## src/rtl/hex_display_mux_n.sv

```systemverilog
// N-digit multiplexed hex seven-segment driver with frame-synchronous loading,
// per-digit decimal points, leading-zero suppression and anti-ghost blanking.
module hex_display_mux_n #(
    parameter int N_DIGITS     = 8,
    parameter int DIGIT_CYCLES = 100000,
    parameter int BLANK_CYCLES = 16,
    parameter bit ACTIVE_LOW   = 1'b1
) (
    input  logic                  CLK100MHZ,
    input  logic                  reset,
    input  logic [4*N_DIGITS-1:0] value,
    input  logic [N_DIGITS-1:0]   dp,
    input  logic                  load,
    input  logic                  blank_lz,
    output logic [0:6]            sevenSeg,
    output logic                  DP,
    output logic [N_DIGITS-1:0]   AN,
    output logic                  pending,
    output logic                  frame_tick
);

    localparam int CNTW = (DIGIT_CYCLES > 1) ? $clog2(DIGIT_CYCLES) : 1;
    localparam int IDXW = (N_DIGITS > 1) ? $clog2(N_DIGITS) : 1;
    localparam logic [CNTW-1:0] CNT_LAST  = CNTW'(DIGIT_CYCLES - 1);
    localparam logic [CNTW-1:0] BLANK_END = CNTW'(BLANK_CYCLES);
    localparam logic [IDXW-1:0] IDX_LAST  = IDXW'(N_DIGITS - 1);
    localparam logic [6:0]          SEG_MASK = {7{ACTIVE_LOW}};
    localparam logic [N_DIGITS-1:0] AN_MASK  = {N_DIGITS{ACTIVE_LOW}};

    generate
        if (N_DIGITS < 1 || N_DIGITS > 8) begin : g_badDigits
            $error("hex_display_mux_n: N_DIGITS must be in 1..8");
        end
        if (DIGIT_CYCLES < 2) begin : g_badDigitCycles
            $error("hex_display_mux_n: DIGIT_CYCLES must be >= 2");
        end
        if (BLANK_CYCLES < 0 || BLANK_CYCLES >= DIGIT_CYCLES) begin : g_badBlank
            $error("hex_display_mux_n: BLANK_CYCLES must be in 0..DIGIT_CYCLES-1");
        end
    endgenerate

    logic [CNTW-1:0]       cnt;
    logic [IDXW-1:0]       idx;
    logic [4*N_DIGITS-1:0] dispValue;
    logic [N_DIGITS-1:0]   dispDp;
    logic [4*N_DIGITS-1:0] pendValue;
    logic [N_DIGITS-1:0]   pendDp;
    logic                  slotWrap;
    logic                  frameWrap;

    logic [N_DIGITS-1:0]   suppress;
    logic [3:0]            curNib;
    logic                  curDp;
    logic                  curSuppress;
    logic [N_DIGITS-1:0]   anNext;
    logic [6:0]            segNext;
    logic                  dpNext;

    function automatic logic [6:0] hexToSeg(input logic [3:0] nib);
        logic [6:0] seg;
        case (nib)
            4'h0:    seg = 7'h7E;
            4'h1:    seg = 7'h30;
            4'h2:    seg = 7'h6D;
            4'h3:    seg = 7'h79;
            4'h4:    seg = 7'h33;
            4'h5:    seg = 7'h5B;
            4'h6:    seg = 7'h5F;
            4'h7:    seg = 7'h70;
            4'h8:    seg = 7'h7F;
            4'h9:    seg = 7'h7B;
            4'hA:    seg = 7'h77;
            4'hB:    seg = 7'h1F;
            4'hC:    seg = 7'h4E;
            4'hD:    seg = 7'h3D;
            4'hE:    seg = 7'h4F;
            default: seg = 7'h47;
        endcase
        return seg;
    endfunction

    assign slotWrap   = (cnt == CNT_LAST);
    assign frameWrap  = slotWrap && (idx == IDX_LAST);
    assign frame_tick = frameWrap;

    always_ff @(posedge CLK100MHZ) begin
        if (reset) begin
            cnt <= '0;
            idx <= '0;
        end else if (slotWrap) begin
            cnt <= '0;
            idx <= (idx == IDX_LAST) ? '0 : idx + IDXW'(1);
        end else begin
            cnt <= cnt + CNTW'(1);
        end
    end

    // disp only moves on the frame wrap, so a frame is never split between two values.
    always_ff @(posedge CLK100MHZ) begin
        if (reset) begin
            dispValue <= '0;
            dispDp    <= '0;
            pendValue <= '0;
            pendDp    <= '0;
            pending   <= 1'b0;
        end else if (frameWrap) begin
            if (load) begin
                dispValue <= value;
                dispDp    <= dp;
            end else if (pending) begin
                dispValue <= pendValue;
                dispDp    <= pendDp;
            end
            pending <= 1'b0;
        end else if (load) begin
            pendValue <= value;
            pendDp    <= dp;
            pending   <= 1'b1;
        end
    end

    // A digit is a leading zero when it and every digit above it has a zero nibble and no point.
    always_comb begin
        suppress = '0;
        for (int i = 1; i < N_DIGITS; i++) begin
            suppress[i] = 1'b1;
            for (int j = i; j < N_DIGITS; j++) begin
                if (dispValue[4*j +: 4] != 4'h0 || dispDp[j]) begin
                    suppress[i] = 1'b0;
                end
            end
        end
    end

    always_comb begin
        curNib      = '0;
        curDp       = 1'b0;
        curSuppress = 1'b0;
        anNext      = '0;
        for (int i = 0; i < N_DIGITS; i++) begin
            if (idx == IDXW'(i)) begin
                curNib      = dispValue[4*i +: 4];
                curDp       = dispDp[i];
                curSuppress = suppress[i];
                anNext[i]   = (cnt >= BLANK_END);
            end
        end
        segNext = (blank_lz && curSuppress) ? 7'h00 : hexToSeg(curNib);
        dpNext  = (blank_lz && curSuppress) ? 1'b0 : curDp;
    end

    always_ff @(posedge CLK100MHZ) begin
        if (reset) begin
            sevenSeg <= SEG_MASK;
            DP       <= ACTIVE_LOW;
            AN       <= AN_MASK;
        end else begin
            sevenSeg <= segNext ^ SEG_MASK;
            DP       <= dpNext ^ ACTIVE_LOW;
            AN       <= anNext ^ AN_MASK;
        end
    end

endmodule

```

## config.mk

```make
export PLATFORM = sky130hd
export DESIGN_NAME = hex_display_mux_n
export DESIGN_NICKNAME = d
export VERILOG_FILES = /design/src/rtl/hex_display_mux_n.sv
export SDC_FILE = /design/constraint.sdc
export NUM_CORES = 1
export LEC_CHECK = 0
export ABC_AREA = 0
export ABC_CLOCK_PERIOD_IN_PS = 2500
export BUFFER_PORTS_ARGS = -buffer_cell sky130_fd_sc_hd__buf_2
export CORE_MARGIN = 2
export CORE_UTILIZATION = 30
export DETAILED_ROUTE_END_ITERATION = 16
export PLACE_DENSITY = 0.48
export SYNTH_ARGS = -nofsm -noshare
export SYNTH_HDL_FRONTEND = slang
export SYNTH_SLANG_ARGS = --single-unit
```

## constraint.sdc

```tcl
create_clock -name CLK100MHZ -period 2.5 [get_ports CLK100MHZ]
set_input_delay 0.125 -clock CLK100MHZ [delete_from_list [all_inputs] [get_ports CLK100MHZ]]
set_output_delay 0.125 -clock CLK100MHZ [all_outputs]
set_load 0.02 [all_outputs]
```

Word-level counts from Yosys, hierarchy flattened. Memory sizes are Yosys's and may differ from the RTL's. Index checks and enable logic that the tools add are counted.

Word-level logic and storage cells: 114. Memories kept: 1. Bits in registers: 117. Input port bits: 44. ROM bits: 112.

Add/subtract/negate cells: 2. Reductions and logical operators: 22. Muxes and demuxes: 66. $lt $le $gt $ge: 1. Bitwise logic cells: 4. Equal/unequal tests: 8.

Memory list: (name not given) (words 16, bits a word 7, read ports 1, clocked after Yosys merged registers in 0, wr ports 0, line 61) `case (nib)`.

Operator list (number): 32-bit two-way mux (2); 1-bit two-way mux (52); 4-bit two-way mux (8); 4-bit nonzero test (7); 17-bit by 1-bit adder with 17-bit output (second input constant) (1); 17-bit == test (second input constant) (1); 17-bit by 5-bit greater-or-equal comparator with 1-bit output (second input constant) (1); 8-bit two-way mux (2); 3-bit == test (second input constant) (4); 8-bit NOT (1); 1-bit logical OR (7); 7-bit two-way mux (1); 7-bit NOT (1); 3-bit by 2-bit == test with 1-bit output (second input constant) (2); 2-bit AND reduction (2); 2-bit OR reduction (2); 3-bit by 1-bit adder with 3-bit output (second input constant) (1); 3-bit by 1-bit == test with 1-bit output (second input constant) (1); 3-bit zero test (1); 3-bit two-way mux (1); 1-bit logical AND (2); 1-bit NOT (2); 2-bit nonzero test (1).

Longest topological paths before layout. Gate-level depths: netlist (run 1).

Word-level depth: 19. Gate-level depth with buffers: 13. Gate-level depth less buffers: 11.

Worst setup path before layout (run 1). OpenSTA, ideal clock, no wires.

Path type: reg-to-reg. From: register idx[2]. To: register sevenSeg[3] (netlist name). Library setup time: 0.150 ns. Clock period less this slack: 2.540 ns. Arrival time: 2.389 ns. Cell stages (with the launch flop): 12. Buffers on the path: 2. Slack: -0.040 ns. Path through: dfxtp_1 > buf_2 > inv_1 > ha_1 > clkbuf_1 > a2111oi_0 > o22ai_1 > a21oi_1 > inv_1 > ha_1 > mux2i_1 > o2111ai_1.

Longest elaborated chain between the ends: 12. Elaborated cells between the ends (all ways): 27.

Ends and longest elaborated chain: start: declaration (line 43) `logic [IDXW-1:0] idx;`; start signal: assignment (line 92) `idx <= (idx == IDX_LAST) ? '0 : idx + IDXW'(1);`; 3-bit zero test (line 141) `if (idx == IDXW'(i)) begin`; 4-bit two-way mux (8 in a row) (line 141); memory read 16 x 7 bit; 7-bit two-way mux * (line 148) `segNext = (blank_lz && curSuppress) ? 7'h00 : hexToSeg(curNib);`; 7-bit NOT (no source line) *; end signal: assignment (line 158) `sevenSeg <= segNext ^ SEG_MASK;`; end: declaration (line 15) `output logic [0:6] sevenSeg,`.

Mark *: on every way between the ends. The rest lies on a longest branch, timed or not. A chain may end at the register's enable or synchronous reset.

Final worst setup path (run 1).
From: register idx[0]. To: register sevenSeg[6] (netlist name).

Same word-level chain as after synthesis.

==> results.cfg, run 1 <==
[critical_path]
worstSetupEndpointType = register
worstReg2RegEnd = sevenSeg[6]
r2r_setup_slack_ns = 0.08
r2r_start = idx[0]
crit_type = register to register
arrival_ns = 2.68
crit_path_start = idx[0]
crit_required_ns = 2.76
r2r_cells = 8
path_max_fanout = 11
cp-start-kind = register
crit_end = sevenSeg[6]

[final_layout]
antennaDiodeCount = 0
drive_above_1_share = 0.167
final_cell_area_um2 = 7030
finalNonFillerCells = 1014
syn_to_final_growth_pct = 29.5
fin_util = 0.394
nNetsFinal = 833

[die]
boundaryPins = 62
die_area_um2 = 19200
core-area_um2 = 17800
die_x_um = 138
start_util = 0.304
rows = 49
die_y_um = 138

[yosys]
avgSynthCellArea_um2 = 8.04
async_flop_share = 0
synth_most_common_cell = dfxtp_1
yosys_warnings = 0
ys_dominant_reg_cell = dfxtp_1
synth.distinct_cells = 51
synth_area_leaders = dfxtp_1, a21oi_1, mux2i_1
ys_ff_latch = 117
synth_cells = 675
synth_common_cells = dfxtp_1, nand2_1, nor2_1
synth_edf_count = 0
syn_nets = 733
syn_area_um2 = 5430
ys_seq_area_frac = 0.432
synth_top_area_cell = dfxtp_1
netlist.area_leader.share = 0.432

[job]
max_cap_violations = 0

[route]
route.detailed.drc = 0
via_per_inst = 4.71
totalWireLength_um = 13500
ant_nets = 0
drtIter0Drc = 232
drt_first_pass_iters = 5
wl_per_cell_um = 13.3
vias = 4780

[power_and_ir_drop]
power_frac_comb = 0.066
p_leak_nw = 2.85
power.switching_mw = 0.960
internal_power_mw = 3.58
power_frac_seq = 0.427
p_per_area_nw_per_um2 = 646
ir_drop_mv = 0.470
swShare = 0.211
clkPwrFrac = 0.508

[cts]
htreeDepth = 4
clock_sinks = 117
root_buffer = clkbuf_16
clkTransAtPathRegs_ns = 0.05
clockBufferDepth = 2
cts_tree = built
clk_latency_ns = 0.42
cts_buffers = 17

[sta]
maxSlewViolCount = 0
hold_slack_ns = 0.0744
finalSetupViolCount = 0
max_slew.worst_pin.slew_ns = 0.786
fmax_ghz = 0.413
period_share = 0.967
final_hold_viol_count = 0
slew_headroom = 0.476
skew_ns = 0.0171
period_needed_ns = 2.42

[grt]
grt_pass1_vias = 4682
grt_max_degree = 81
overflow = 0
antenna_found_initial = 0
track_usage = 0.146
grt_first_pass_wirelength_um = 22800

[outcome]
run_status = finished clean

[place]
portBuffers = 61
dpl_cell_area_um2 = 6020
place_inst = 945
gp_congestion = 0.861
dp_hpwl_um = 9660

[min_path]
hp-class = input pin to register
## layout by cell type (no fill, tap or decap), types with 7 or more instances in the layout
master         instances
nor3_1                10
dlygate4sd3_1         40
nand3_1               11
buf_2                 61
xnor2_1                8
inv_1                 15
dfxtp_1              115
a21oi_1               96
nand2_1              114
clkbuf_16             17
buf_4                 22
ha_1                   9
o21ai_0                7
mux2i_1               46
nor2_1               112
## critical path, cell delays in order (launching register included)
cell	delay, ns
dfxtp_2	0.33
ha_1	0.23
ha_2	0.23
buf_4	0.17
a2111oi_0	0.39
nand2_1	0.19
nand2_1	0.34
mux2i_1	0.25
o221ai_1	0.15
## sequential cells by signal, indices dropped and copies added, names as in the netlist
| signal | cells |
|---|---|
| DP | 1 |
| sevenSeg | 7 |
| AN | 8 |
| dispValue | 32 |
| dispDp | 8 |
| idx | 3 |
| pendDp | 8 |
| pending | 1 |
| cnt | 17 |
| pendValue | 32 |
## worst min-delay path by stage
stage | slack (ns) | depth (start not counted) | endpoint | from
4_1_cts | 0.06 | 2 | dispDp[0] | reset
3_3_place_gp | 0.38 | 3 | pendValue[28] | value[28]
6_report | 0.07 | 2 | dispDp[1] | reset
2_1_floorplan | 0.26 | 2 | pendDp[0] | dp[0]
3_5_place_dp | 0.38 | 3 | pendValue[5] | value[5]
5_1_grt | 0.09 | 2 | dispDp[6] | reset
## routing by layer
metal  up-vias  wire [um]  track usage
met5         -          0            0
met4         0        104       0.0548
met3         9        443       0.0374
met2        73       6030        0.224
met1      2214       6920        0.198
li1       2484          -            -
## power by group through the flow
stage	Sequential (mW)	Combinational [mW]	Clock, mW
5_1_grt	1.94	0.331	2.47
6_report	1.94	0.297	2.31
2_1_floorplan	1.98	0.155	0
3_5_place_dp	1.98	0.254	0
4_1_cts	1.94	0.303	2.39
3_3_place_gp	1.97	0.250	0
## stage by stage
stage               TNS [ns]  power, mW  setup WS, ns
CTS                        0       4.63       0.00782
floorplan                  0       2.14        0.0354
global placement           0       2.22        0.0933
global route        -0.00912       4.74      -0.00483
finish                     0       4.54        0.0813
detailed placement   -0.0349       2.23       -0.0201
## logic make-up after synthesis
kind of cell             count (synthesis)  share of synthesized area
AND/OR/NAND/NOR                        288                      0.232
AO/OA/AOI/OAI                          135                      0.140
buffers and inverters                   61                     0.0570
XOR/XNOR                                14                     0.0226
multiplexers                            46                     0.0849
flip-flops                             117                      0.432
adder cells (fa/ha/maj)                 14                     0.0323
## final cells by class
class | instances | area [um^2]
Timing Repair Buffer | 127 | 951
Clock buffer | 24 | 482
Multi-Input combinational cell | 497 | 2830
Sequential cell | 117 | 2340
Inverter | 15 | 56.3
Tap cell | 229 | 287
Clock inverter | 5 | 75.1
Fill cell | 1798 | 10800
## what timing repair did
| item | CTS | global route |
|---|---|---|
| setup endpoints to repair | 3 | 11 |
| hold buffers | 40 | 0 |
| hold endpoints to repair | 40 | 0 |
| pin swaps | 0 | 1 |
| gates resized for setup | 1 | 15 |
| setup buffers | 0 | 0 |
(Power assumes the default switching activity.)
==> run 2, diff against run 1 <==
- PLACE_DENSITY: 0.48 -> 0.58
==> run 2 against run 1 <==
  * Die area unchanged
  * Via count up 0.56%
  * Combinational power up 3%
  * Sequential share of layout area down 0.46 points
  * Clock-buffer cell count down 4
  * Critical path depth up 3
  * Largest power group unchanged
  * Core utilization up 0.53 points
  * Clock power up 13%
  * Register-to-register slack better by 0.07 ns
  * Design area up 1.4%
  * Power up 6.5%
  * Maximum frequency up 2.9%
==> results.cfg, run 2 (synthesis gave the netlist of run 1 again) <==
[outcome]
run_status = finished clean

[power_and_ir_drop]
ir_drop_mv = 0.488
p_per_area_nw_per_um2 = 679
power.switching_mw = 1.06
internal_power_mw = 3.78
swShare = 0.219
clkPwrFrac = 0.537
power_frac_comb = 0.063
p_leak_nw = 2.89
power_frac_seq = 0.400

[grt]
grt_max_degree = 89
antenna_found_initial = 0
grt_first_pass_wirelength_um = 22400
grt_pass1_vias = 4387
overflow = 0
track_usage = 0.147

[cts]
clk_latency_ns = 0.42
clkTransAtPathRegs_ns = 0.06
htreeDepth = 4
cts_tree = built
clockBufferDepth = 2
postCtsSetupBuffers = 0
clock_sinks = 117
root_buffer = clkbuf_16
cts_buffers = 17

[critical_path]
crit_type = register to register
r2r_start = idx[1]
crit_required_ns = 2.78
crit_path_start = idx[1]
arrival_ns = 2.63
cp-start-kind = register
worstSetupEndpointType = register
path_max_fanout = 7

[final_layout]
fillCellCount = 1825
final_cell_mix = dfxtp_1, nand2_1, nor2_1, a21oi_1, buf_2
finalNonFillerCells = 1016
syn_to_final_growth_pct = 31.3
drive_above_1_share = 0.172
biggestRegsByFlops = dispValue x32, pendValue x32, cnt x17
nNetsFinal = 832
final_cell_area_um2 = 7120
mostFrequentLayoutCell = dfxtp_1
antennaDiodeCount = 0

[route]
vias = 4807
topRoutingLayerUsed = met4
dr_wl_met3_um = 490
route.detailed.drc = 0
via_per_inst = 4.73
drt_first_pass_iters = 7
ant_nets = 0
drt-met1-wl_um = 6780
wl_per_cell_um = 13.7
drtIter0Drc = 182
totalWireLength_um = 13900
met2RoutedLength_um = 6400

[place]
dpl_cell_area_um2 = 6010
place_inst = 943
gp_congestion = 0.848
portBuffers = 61
dp_slack_ns = -0.0281
dp_hpwl_um = 9170

[sta]
slew_headroom = 0.696
setup_slack_ns = 0.149
final_hold_viol_count = 0
max_slew.worst_pin.slew_ns = 0.452
rsz0062_at_grt = yes
fmax_ghz = 0.425
maxSlewViolCount = 0
finalSetupViolCount = 0
setup_tns_ns = 0
period_needed_ns = 2.35
period_share = 0.940
skew_ns = 0.00976

[die]
rows = 49
die_area_um2 = 19200
boundaryPins = 62
start_util = 0.304
die_y_um = 138
core-area_um2 = 17800
die_x_um = 138

[min_path]
hp-start = load
hp-class = input pin to register

[job]
max_cap_violations = 0
==> run 2: changes by cell type in the layout (fill, tap and decap cells not counted), sizes merged <==
cell      delta
buf          -2
clkinv       +1
clkinvlp     +4
bufinv       +2
or2b         +1
clkbuf       -4
==> run 2: final timing paths <==
check | end | slack [ns] | cells past startpoint
setup / recovery | sevenSeg[3] | 0.15 | 11
hold / removal | pending | 0.06 | 3
setup reg to reg | sevenSeg[3] | 0.15 | 11
hold reg to reg | pendValue[16] | 0.45 | 2
==> run 2: timing repair <==
item	4_1_cts	5_1_grt
cloned	0	1
hold endpoints to repair	40	0
pin swaps	0	1
hold buffers	40	0
gates resized for setup	1	17
endpoints found under the setup margin	4	29
==> run 2: power groups by stage <==
stage                     Clock, mW  Combinational [mW]  Sequential [mW]
final                          2.60               0.306             1.94
after global routing           2.76               0.336             1.94
after CTS                      2.65               0.307             1.94
after detailed placement          0               0.259             1.98
after global placement            0               0.256             1.97
after floorplan                   0               0.155             1.98
==> run 2: critical path: stages (launching register included) <==
cell and delay [ns]:
dfxtp_1 0.33, inv_1 0.09, ha_1 0.24, buf_4 0.17, nand2_1 0.11, o31a_1 0.28
o22ai_2 0.20, a21oi_2 0.08, buf_4 0.15, ha_1 0.29, mux2i_1 0.15, o2111ai_1 0.12
==> run 2: metrics by stage <==
| step | power [mW] | utilization | hold slack [ns] |
|---|---|---|---|
| after floorplan | 2.14 | - | 0.261 |
| after global placement | 2.23 | 0.337 | 0.380 |
| after detailed placement | 2.23 | 0.337 | 0.384 |
| after CTS | 4.90 | 0.395 | 0.0447 |
| after global routing | 5.04 | 0.399 | 0.0739 |
| final | 4.84 | 0.399 | 0.0572 |
==> run 2: per-layer routing <==
layer  global-route usage  vias up
li1                     -     2492
met1                0.198     2213
met2                0.218       85
met3               0.0371       17
met4               0.0757        0
met5                    0        -
==> run 2: cell type report <==
| class | count | area (um^2) | share of cell area |
|---|---|---|---|
| Inverter | 15 | 56.3 | 0.00790 |
| Timing Repair Buffer | 125 | 936 | 0.131 |
| Clock buffer | 20 | 457 | 0.0641 |
| Multi-Input combinational cell | 498 | 2870 | 0.402 |
| Tap cell | 229 | 287 | 0.0402 |
| Clock inverter | 12 | 178 | 0.0249 |
| Sequential cell | 117 | 2340 | 0.329 |
